[src/rtl/verin_pkg.sv]
// Shared constants, FSM state type and target clamp for the tiller actuator
// position controller.
package verin_pkg;

  localparam int unsigned ADC_W        = 12;
  localparam int unsigned FRAME_BITS   = 15;
  localparam int unsigned DISCARD_BITS = 3;

  typedef enum logic [1:0] {
    IDLE,
    ACQ,
    EVAL
  } state_e;

  function automatic logic [ADC_W-1:0] clamp(input logic [ADC_W-1:0] v,
                                             input logic [ADC_W-1:0] lo,
                                             input logic [ADC_W-1:0] hi);
    logic [ADC_W-1:0] t;
    t = (v < lo) ? lo : v;
    return (t > hi) ? hi : t;
  endfunction

endpackage

[src/rtl/verin_adc_rx.sv]
// Serial ADC frame receiver: generates cs_n/clk_1m for one 15-bit frame and
// shifts in the 12 result bits that follow the 3 leading discard bits.
module verin_adc_rx
  import verin_pkg::*;
#(
  parameter int unsigned SCLK_DIV = 25
) (
  input  logic             clk,
  input  logic             reset,
  input  logic             start,
  input  logic             data_in,
  output logic             clk_1m,
  output logic             cs_n,
  output logic [ADC_W-1:0] data,
  output logic             done
);

  localparam int unsigned DIV_W  = (SCLK_DIV > 1) ? $clog2(SCLK_DIV) : 1;
  localparam int unsigned HALF_W = $clog2(2 * FRAME_BITS + 1);
  localparam logic [DIV_W-1:0]  DIV_LAST   = DIV_W'(SCLK_DIV - 1);
  localparam logic [HALF_W-1:0] HALF_LAST  = HALF_W'(2 * FRAME_BITS - 1);
  localparam logic [HALF_W-1:0] FIRST_KEEP = HALF_W'(2 * DISCARD_BITS);

  logic              active_q, active_d;
  logic [DIV_W-1:0]  div_q, div_d;
  logic [HALF_W-1:0] half_q, half_d;
  logic              clk_1m_q, clk_1m_d;
  logic              cs_n_q, cs_n_d;
  logic [ADC_W-1:0]  shreg_q, shreg_d;
  logic              done_q, done_d;

  always_comb begin
    active_d = active_q;
    div_d    = div_q;
    half_d   = half_q;
    clk_1m_d = clk_1m_q;
    cs_n_d   = cs_n_q;
    shreg_d  = shreg_q;
    done_d   = 1'b0;
    if (!active_q) begin
      if (start) begin
        active_d = 1'b1;
        cs_n_d   = 1'b0;
        div_d    = '0;
        half_d   = '0;
        clk_1m_d = 1'b0;
      end
    end else if (div_q == DIV_LAST) begin
      div_d    = '0;
      clk_1m_d = !clk_1m_q;
      half_d   = half_q + 1'b1;
      // Sample on the edge that drives clk_1m high; early bits are dropped.
      if (!clk_1m_q && (half_q >= FIRST_KEEP)) begin
        shreg_d = {shreg_q[ADC_W-2:0], data_in};
      end
      if (half_q == HALF_LAST) begin
        active_d = 1'b0;
        cs_n_d   = 1'b1;
        clk_1m_d = 1'b0;
        done_d   = 1'b1;
      end
    end else begin
      div_d = div_q + 1'b1;
    end
  end

  always_ff @(posedge clk) begin
    if (reset) begin
      active_q <= 1'b0;
      div_q    <= '0;
      half_q   <= '0;
      clk_1m_q <= 1'b0;
      cs_n_q   <= 1'b1;
      shreg_q  <= '0;
      done_q   <= 1'b0;
    end else begin
      active_q <= active_d;
      div_q    <= div_d;
      half_q   <= half_d;
      clk_1m_q <= clk_1m_d;
      cs_n_q   <= cs_n_d;
      shreg_q  <= shreg_d;
      done_q   <= done_d;
    end
  end

  assign clk_1m = clk_1m_q;
  assign cs_n   = cs_n_q;
  assign data   = shreg_q;
  assign done   = done_q;

endmodule

[src/rtl/verin_position_ctrl.sv]
// Closed-loop tiller actuator sequencer: periodic ADC acquisition, clamped
// setpoint comparison, PWM enable/direction drive and sticky stall fault.
module verin_position_ctrl
  import verin_pkg::*;
#(
  parameter int unsigned PERIOD_CYC    = 5_000_000,
  parameter int unsigned SCLK_DIV      = 25,
  parameter int unsigned DEADBAND      = 8,
  parameter int unsigned STALL_SAMPLES = 20
) (
  input  logic        clk,
  input  logic        reset,
  input  logic        enable,
  input  logic [11:0] setpoint,
  input  logic [11:0] butee_min,
  input  logic [11:0] butee_max,
  input  logic        fault_clr,
  input  logic        data_in,
  output logic        clk_1m,
  output logic        cs_n,
  output logic [11:0] position,
  output logic        pos_valid,
  output logic        pwm_en,
  output logic        sens,
  output logic        at_target,
  output logic        fault
);

  localparam int unsigned PER_W = (PERIOD_CYC > 1) ? $clog2(PERIOD_CYC) : 1;
  localparam int unsigned ST_W  = $clog2(STALL_SAMPLES + 1);

  state_e            state_q, state_d;
  logic [PER_W-1:0]  per_q, per_d;
  logic [ADC_W-1:0]  position_q, position_d;
  logic              pos_valid_q, pos_valid_d;
  logic              pwm_en_q, pwm_en_d;
  logic              sens_q, sens_d;
  logic              at_target_q, at_target_d;
  logic              fault_q, fault_d;
  logic [ST_W-1:0]   stall_q, stall_d;
  logic [ADC_W:0]    prev_abs_q, prev_abs_d;

  logic              tc, adc_start, adc_done;
  logic [ADC_W-1:0]  adc_data, tgt;
  logic [ADC_W:0]    err, abs_err;
  logic              in_db, cfg_ok, allow;

  assign tc        = (per_q == PER_W'(PERIOD_CYC - 1));
  assign adc_start = (state_q == IDLE) && tc;

  verin_adc_rx #(.SCLK_DIV(SCLK_DIV)) u_adc (
    .clk     (clk),
    .reset   (reset),
    .start   (adc_start),
    .data_in (data_in),
    .clk_1m  (clk_1m),
    .cs_n    (cs_n),
    .data    (adc_data),
    .done    (adc_done)
  );

  always_comb begin
    tgt     = clamp(setpoint, butee_min, butee_max);
    err     = {1'b0, tgt} - {1'b0, position_q};
    abs_err = err[ADC_W] ? (~err + 1'b1) : err;
    in_db   = (abs_err <= (ADC_W+1)'(DEADBAND));
    cfg_ok  = (butee_min <= butee_max);
    allow   = enable && !fault_q && cfg_ok && !in_db;
  end

  always_comb begin
    logic [ST_W-1:0] cnt;
    logic            set_fault;
    state_d     = state_q;
    per_d       = tc ? '0 : per_q + 1'b1;
    position_d  = adc_done ? adc_data : position_q;
    pos_valid_d = adc_done;
    pwm_en_d    = pwm_en_q;
    sens_d      = sens_q;
    at_target_d = at_target_q;
    fault_d     = fault_q;
    stall_d     = stall_q;
    prev_abs_d  = prev_abs_q;
    cnt         = '0;
    set_fault   = 1'b0;

    case (state_q)
      IDLE:    if (tc) state_d = ACQ;
      ACQ:     if (adc_done) state_d = EVAL;
      EVAL:    state_d = IDLE;
      default: state_d = IDLE;
    endcase

    if (state_q == EVAL) begin
      at_target_d = in_db;
      prev_abs_d  = abs_err;
      if (allow) begin
        // No progress means |err| failed to shrink by at least one LSB.
        cnt = (abs_err >= prev_abs_q) ? stall_q + 1'b1 : '0;
        if (cnt == ST_W'(STALL_SAMPLES)) begin
          set_fault = 1'b1;
          fault_d   = 1'b1;
          pwm_en_d  = 1'b0;
          stall_d   = '0;
        end else begin
          pwm_en_d = 1'b1;
          sens_d   = !err[ADC_W];
          stall_d  = cnt;
        end
      end else begin
        pwm_en_d = 1'b0;
        stall_d  = '0;
      end
    end

    if (fault_clr && !set_fault) begin
      fault_d = 1'b0;
      stall_d = '0;
    end
  end

  always_ff @(posedge clk) begin
    if (reset) begin
      state_q     <= IDLE;
      per_q       <= '0;
      position_q  <= '0;
      pos_valid_q <= 1'b0;
      pwm_en_q    <= 1'b0;
      sens_q      <= 1'b0;
      at_target_q <= 1'b0;
      fault_q     <= 1'b0;
      stall_q     <= '0;
      prev_abs_q  <= '0;
    end else begin
      state_q     <= state_d;
      per_q       <= per_d;
      position_q  <= position_d;
      pos_valid_q <= pos_valid_d;
      pwm_en_q    <= pwm_en_d;
      sens_q      <= sens_d;
      at_target_q <= at_target_d;
      fault_q     <= fault_d;
      stall_q     <= stall_d;
      prev_abs_q  <= prev_abs_d;
    end
  end

  assign position  = position_q;
  assign pos_valid = pos_valid_q;
  assign pwm_en    = pwm_en_q;
  assign sens      = sens_q;
  assign at_target = at_target_q;
  assign fault     = fault_q;

endmodule

[config.mk]
export PLATFORM = sky130hd
export DESIGN_NAME = verin_position_ctrl
export DESIGN_NICKNAME = d
export VERILOG_FILES = /design/src/rtl/verin_pkg.sv /design/src/rtl/verin_adc_rx.sv /design/src/rtl/verin_position_ctrl.sv
export SDC_FILE = /design/constraint.sdc
export NUM_CORES = 1
export LEC_CHECK = 0
export ABC_AREA = 0
export CAP_MARGIN = 10
export CORE_MARGIN = 2
export CORE_UTILIZATION = 30
export DETAILED_ROUTE_END_ITERATION = 12
export DONT_BUFFER_PORTS = 1
export GPL_ROUTABILITY_DRIVEN = 0
export SLEW_MARGIN = 5
export SYNTH_ARGS = -nofsm -noshare
export SYNTH_HDL_FRONTEND = slang
export SYNTH_SLANG_ARGS = --single-unit
[constraint.sdc]
create_clock -name clk -period 21.7 [get_ports clk]
set_input_delay 4.34 -clock clk [delete_from_list [all_inputs] [get_ports clk]]
set_output_delay 4.34 -clock clk [all_outputs]
set_load 0.1 [all_outputs]
Word-level counts from Yosys, hierarchy flattened
Cells that the tools add are included.
{"block": "totals", "ff_bits": 86, "latchBits": 0, "ram_bits": 0, "romBits": 0, "inputBits": 41, "output_inout_bits": 19, "word_cells": 96, "mem_count": 0}
{"block": "classes", "add_sub_neg": 6, "multipliers": 0, "div": 0, "magnitude_cmp": 6, "n_eq_ne": 10, "n_shift": 0, "n_mux": 31, "bitwise": 4, "reduce_logical": 22}
{"op": "$mux 5", "count": 8}
{"op": "$mux 12", "count": 2}
{"op": "$add 23x1->23 const B", "count": 1}
{"op": "$eq 23x23->1 const B", "count": 1}
{"op": "$mux 1", "count": 17}
{"op": "$add 5x1->5 const B", "count": 3}
{"op": "$eq 5x5->1 const B", "count": 3}
{"op": "$add 13x1->13 const B", "count": 1}
{"op": "$ge 13x13->1", "count": 1}
{"op": "$le 13x4->1 const B", "count": 1}
{"op": "$mux 13", "count": 1}
{"op": "$not 13->13", "count": 1}
{"op": "$sub 12x12->13", "count": 1}
{"op": "$gt 12x12->1", "count": 1}
{"op": "$le 12x12->1", "count": 1}
{"op": "$lt 12x12->1", "count": 1}
{"op": "$reduce_and 3->1", "count": 4}
{"op": "$logic_and 1x1->1", "count": 6}
{"op": "$ne 2x2->1 const B", "count": 3}
{"op": "$ge 5x3->1 const B", "count": 1}
{"op": "$logic_not 1->1", "count": 5}
{"op": "$mux 2", "count": 2}
{"op": "$pmux 2 s2", "count": 1}
{"op": "$reduce_and 2->1", "count": 2}
{"op": "other kinds (8)", "count": 11}

Depth between registers and ports, before layout
{"block": "logic_depth", "word_depth": 17, "depth_mapped": 42, "mapped_depth_nobuf": 38}

By module
A second synthesis with hierarchy kept.
{"block": "hier_totals", "cells_unflattened": 725, "hier_area_um2": 6226.0}
{"mod": "verin_position_ctrl", "n_inst": 1, "cells_per_inst": 593, "area_each_um2": 4977.3, "seq_area_each_um2": 1201.2}
{"mod": "verin_adc_rx", "n_inst": 1, "cells_per_inst": 132, "area_each_um2": 1248.7, "seq_area_each_um2": 520.5}

Worst setup path before layout
No wires, ideal clock.
{"block": "synth_timing", "path_type": "input-to-reg", "startpoint": "input port butee_min[1]", "endpoint": "register fault_q (netlist: fault)", "setup_ns": 0.123, "t_arrival_ns": 11.920, "required_ns": 21.577, "setup_slack_ns": 9.658, "stages": 40, "cell_sequence": "inv_1 > ha_1 > a21o_1 > a21o_1 > a21o_1 > a21o_1 > a21oi_1 > o21a_1 > o211ai_1 > clkbuf_1 > mux2_2 > ha_1 > a21o_1 > a21o_1 > a21oi_1 > nor2_1 > a2111oi_0 > nor2_1 > [... 4 more ...] > fa_1 > a21oi_1 > nor3_1 > or4_4 > a21oi_1 > nand3_1 > o31ai_1 > xor2_1 > ha_1 > a21o_1 > a21oi_1 > nor2b_1 > a2111oi_0 > o21ai_0 > and2_1 > clkbuf_1 > a41oi_4 > nor2_1"}
{"block": "synth_via", "elab_chain_len": 17, "word_cells_on_any_way": 23}
{"item": "start: declaration", "line_no": "verin_position_ctrl.sv:15", "source": "input logic [11:0] butee_min,"}
{"item": "$lt 12x12->1", "line_no": "verin_pkg.sv:19", "source": "t = (v < lo) ? lo : v;"}
{"item": "$mux 12 (*)", "line_no": "verin_pkg.sv:19"}
{"item": "$gt 12x12->1", "line_no": "verin_pkg.sv:20", "source": "return (t > hi) ? hi : t;"}
{"item": "$mux 12 (*)", "line_no": "verin_pkg.sv:20"}
{"item": "$sub 12x12->13 (*)", "line_no": "verin_position_ctrl.sv:64", "source": "err = {1'b0, tgt} - {1'b0, position_q};"}
{"item": "$not 13->13", "line_no": "verin_position_ctrl.sv:65", "source": "abs_err = err[ADC_W] ? (~err + 1'b1) : err;"}
{"item": "$add 13x1->13", "line_no": "verin_position_ctrl.sv:65"}
{"item": "$mux 13 (*)", "line_no": "verin_position_ctrl.sv:65"}
{"item": "named net abs_err[10]", "line_no": "verin_position_ctrl.sv:45", "source": "logic [ADC_W:0] err, abs_err;"}
{"item": "[... 1 more ...]"}
{"item": "$mux 5", "line_no": "verin_position_ctrl.sv:99", "source": "cnt = (abs_err >= prev_abs_q) ? stall_q + 1'b1 : '0;"}
{"item": "$eq 5x5->1", "line_no": "verin_position_ctrl.sv:100", "source": "if (cnt == ST_W'(STALL_SAMPLES)) begin"}
{"item": "$mux 1", "line_no": "verin_position_ctrl.sv:100"}
{"item": "$mux 1", "line_no": "verin_position_ctrl.sv:97", "source": "if (allow) begin"}
{"item": "$mux 1", "line_no": "verin_position_ctrl.sv:94", "source": "if (state_q == EVAL) begin"}
{"item": "$logic_not 1->1", "line_no": "verin_position_ctrl.sv:116", "source": "if (fault_clr && !set_fault) begin"}
{"item": "$logic_and 1x1->1", "line_no": "verin_position_ctrl.sv:116"}
{"item": "$reduce_or 2->1 (no line)"}
{"item": "end signal: assignment", "line_no": "verin_position_ctrl.sv:142", "source": "fault_q <= fault_d;"}
{"item": "end: declaration", "line_no": "verin_position_ctrl.sv:39", "source": "logic fault_q, fault_d;"}
The timed path passes the listed nets; every way through them passes the cells marked *.
A chain may end at the register's enable or synchronous reset.

Worst setup path in the final report
Same ends and word-level chain as after synthesis.

==> metrics.cfg <==
[synth]
yosys.area.top_type_share = 0.286
syn-cell-area_mm2 = 0.00602
yosys_warnings = 0
ys_seq_elements = 86
ys.flop_type = dfxtp_1
syn_inst = 744
yosys-top-cells-area = dfxtp_1 29%, ha_1 14%, nor2_1 5.3%
synth_area_per_cell_um2 = 8.09
synth-edff-count = 0
syn_nets = 854
synth_top_area_cell = dfxtp_1
synth-seq-area-share = 0.286
ys_types = 60
async_flop_share = 0

[job]
cap_violations = 0

[cells_and_area]
finalNonFillerCells = 1002
nFillCells = 2062
layout_commonest_cell = dfxtp_1
layout_common_cells = 86 x dfxtp_1, 85 x nor2_1, 71 x nand2_1
final_layout_size_suffix_gt1_frac = 0.0624
diodes = 0
syn_to_final_growth_pct = 9.34
nNetsFinal = 842

[worst_setup_path]
cpPeakStageDelay_ns = 0.84
crit_family = compound AO/OA/AOI/OAI gates
required_ns = 21.92
crit_buf_inv = 2
crit_arrival_ns = 12.72
cp-end-kind = register
start_kind = primary input
crit_path_top_delay_cell = o211ai_1
worstSetupPathType = in -> reg
worstPathMaxFanout = 12

[routing]
drt_iter0_markers = 262
routed_via_density = 4.88
drc = 0
drtAntennaViolNets = 0
vias = 4890
finalWirelength_um = 13100
wl_per_cell_um = 13.0
drt-pass1-iter-count = 4

[power]
p_total_mw = 0.487
power.internal_mw = 0.321
pwr-share-clk = 0.336
seqPwrFrac = 0.326
power-per-cell-area_mw_per_mm2 = 74.0
p_leak_nw = 2.56
switching_share = 0.340
p_switching_mw = 0.166
irDropWorstVdd_mv = 0.0506
combPwrFrac = 0.338

[clock_network]
cts_root_buf = clkbuf_16
cts_repair_resize_count = 0
clk_path_buf_depth = 2
cts_sinks = 86
worstSkewPairLatency_ns = 0.34
clkTransAtPathRegs_ns = 0.07
cts_tree = done
htreeDepth = 3
cts_buffers = 9
hold_buffers = 0
cts_setup_buffers = 0

[global_route]
grt_usage = 0.127
grt_start_max_net_pins = 57
grt_pass1_wl_um = 22500
antenna_found_initial = 0
grt_pass1_vias = 4512
overflow = 0

[die]
fp.dieH_um = 146
row_count = 51
start_util = 0.307
fp.coreArea_mm2 = 0.0196
die_area_mm2 = 0.0212
ios = 60
dieWidth_um = 146

[timing]
rsz0062_at_grt = false
setup_viol = 0
finClkSkew_ns = 0.0108
finalCritPeriodShare = 0.576
setup_tns_ns = 0
hold_viol = 0
min_period_ns = 12.50
slew_violations = 0
tightest_slew_ns = 1.16
max_slew_margin = 0.228
timing.fmax_ghz = 0.0800

[place]
io_buffers = 0
hpwl_um = 10200
dp.cells = 986

[status]
status = finished clean

[hold_path]
min_path_type = reg -> reg

[through the flow]
stage	setup WS, ns	util	hold WS [ns]	instance area (um^2)
2_1_floorplan	9.66	-	0.426	6020
3_3_place_gp	9.03	0.320	0.437	6260
3_5_place_dp	8.80	0.320	0.447	6260
4_1_cts	9.16	0.336	0.456	6580
5_1_grt	8.35	0.336	0.486	6580
6_report	9.20	0.336	0.456	6580
[synthesized netlist by cell type, types with 3 or more instances]
library cell	number
nor2b_1	12
or4_1	3
and2_1	4
o211ai_1	3
inv_1	66
o21ai_0	19
xnor2_1	18
nor2_1	85
ha_1	68
mux2_2	24
a31oi_1	3
dfxtp_1	86
mux2i_1	17
a211oi_1	16
and3_1	7
a21oi_1	48
xor2_1	22
and3b_1	3
nand3b_1	4
nand4_1	20
or3_1	3
nor3_1	13
nand2b_1	7
a21o_1	20
clkbuf_1	21
o21a_1	7
nand2_1	71
and4_1	3
nand3_1	24
[worst paths after layout]
kind / from / to / slack [ns] / depth (start not counted)
setup / recovery: butee_min[1] / fault / 9.20 / 38
hold / removal: u_adc.data[11] / u_adc.data[11] / 0.46 / 2
setup reg to reg: position[0] / fault / 16.08 / 19
hold reg to reg: u_adc.data[11] / u_adc.data[11] / 0.46 / 2
[layer usage]
| layer | share of wire | global-route usage |
|---|---|---|
| met3 | 0.047 | 0.0304 |
| met5 | 0 | 0 |
| met1 | 0.48 | 0.169 |
| met4 | 0.015 | 0.0392 |
| met2 | 0.46 | 0.202 |
[tightest hold or removal path, stage by stage (launching register included)]
cell and delay [ns]:
dfxtp_1 0.31, nand2_1 0.05, a21oi_1 0.05
[flip-flops by register name, summed over array words and instances (netlist names), 2 cells and up]
name	cells
per_q	23
u_adc.data	12
prev_abs_q	13
stall_q	5
position	12
u_adc.half_q	5
state_q	2
u_adc.div_q	5
[final cells by class]
cell class,instances,area [um^2],area share
Inverter,66,248,0.0377
Clock buffer,9,225,0.0342
Tap cell,265,332,0.0504
Timing Repair Buffer,1,7.51,0.00114
Multi-Input combinational cell,568,3950,0.601
Sequential cell,86,1720,0.262
Clock inverter,7,91.3,0.0139
[logic make-up after synthesis]
family,Yosys count,share of synthesized area
compound gates,146,0.163
buf+inv,90,0.0568
simple gates,272,0.218
mux,41,0.0732
flops,86,0.286
xor+xnor,40,0.0582
fa+ha+maj,69,0.145
[power groups by stage]
stage	clock network, mW	registers (mW)	logic [mW]
finish	0.164	0.159	0.165
global route	0.174	0.159	0.190
CTS	0.168	0.159	0.165
detailed placement	0	0.162	0.164
global placement	0	0.162	0.164
floorplan	0	0.162	0.134
Power figures use the tool's default switching activity.
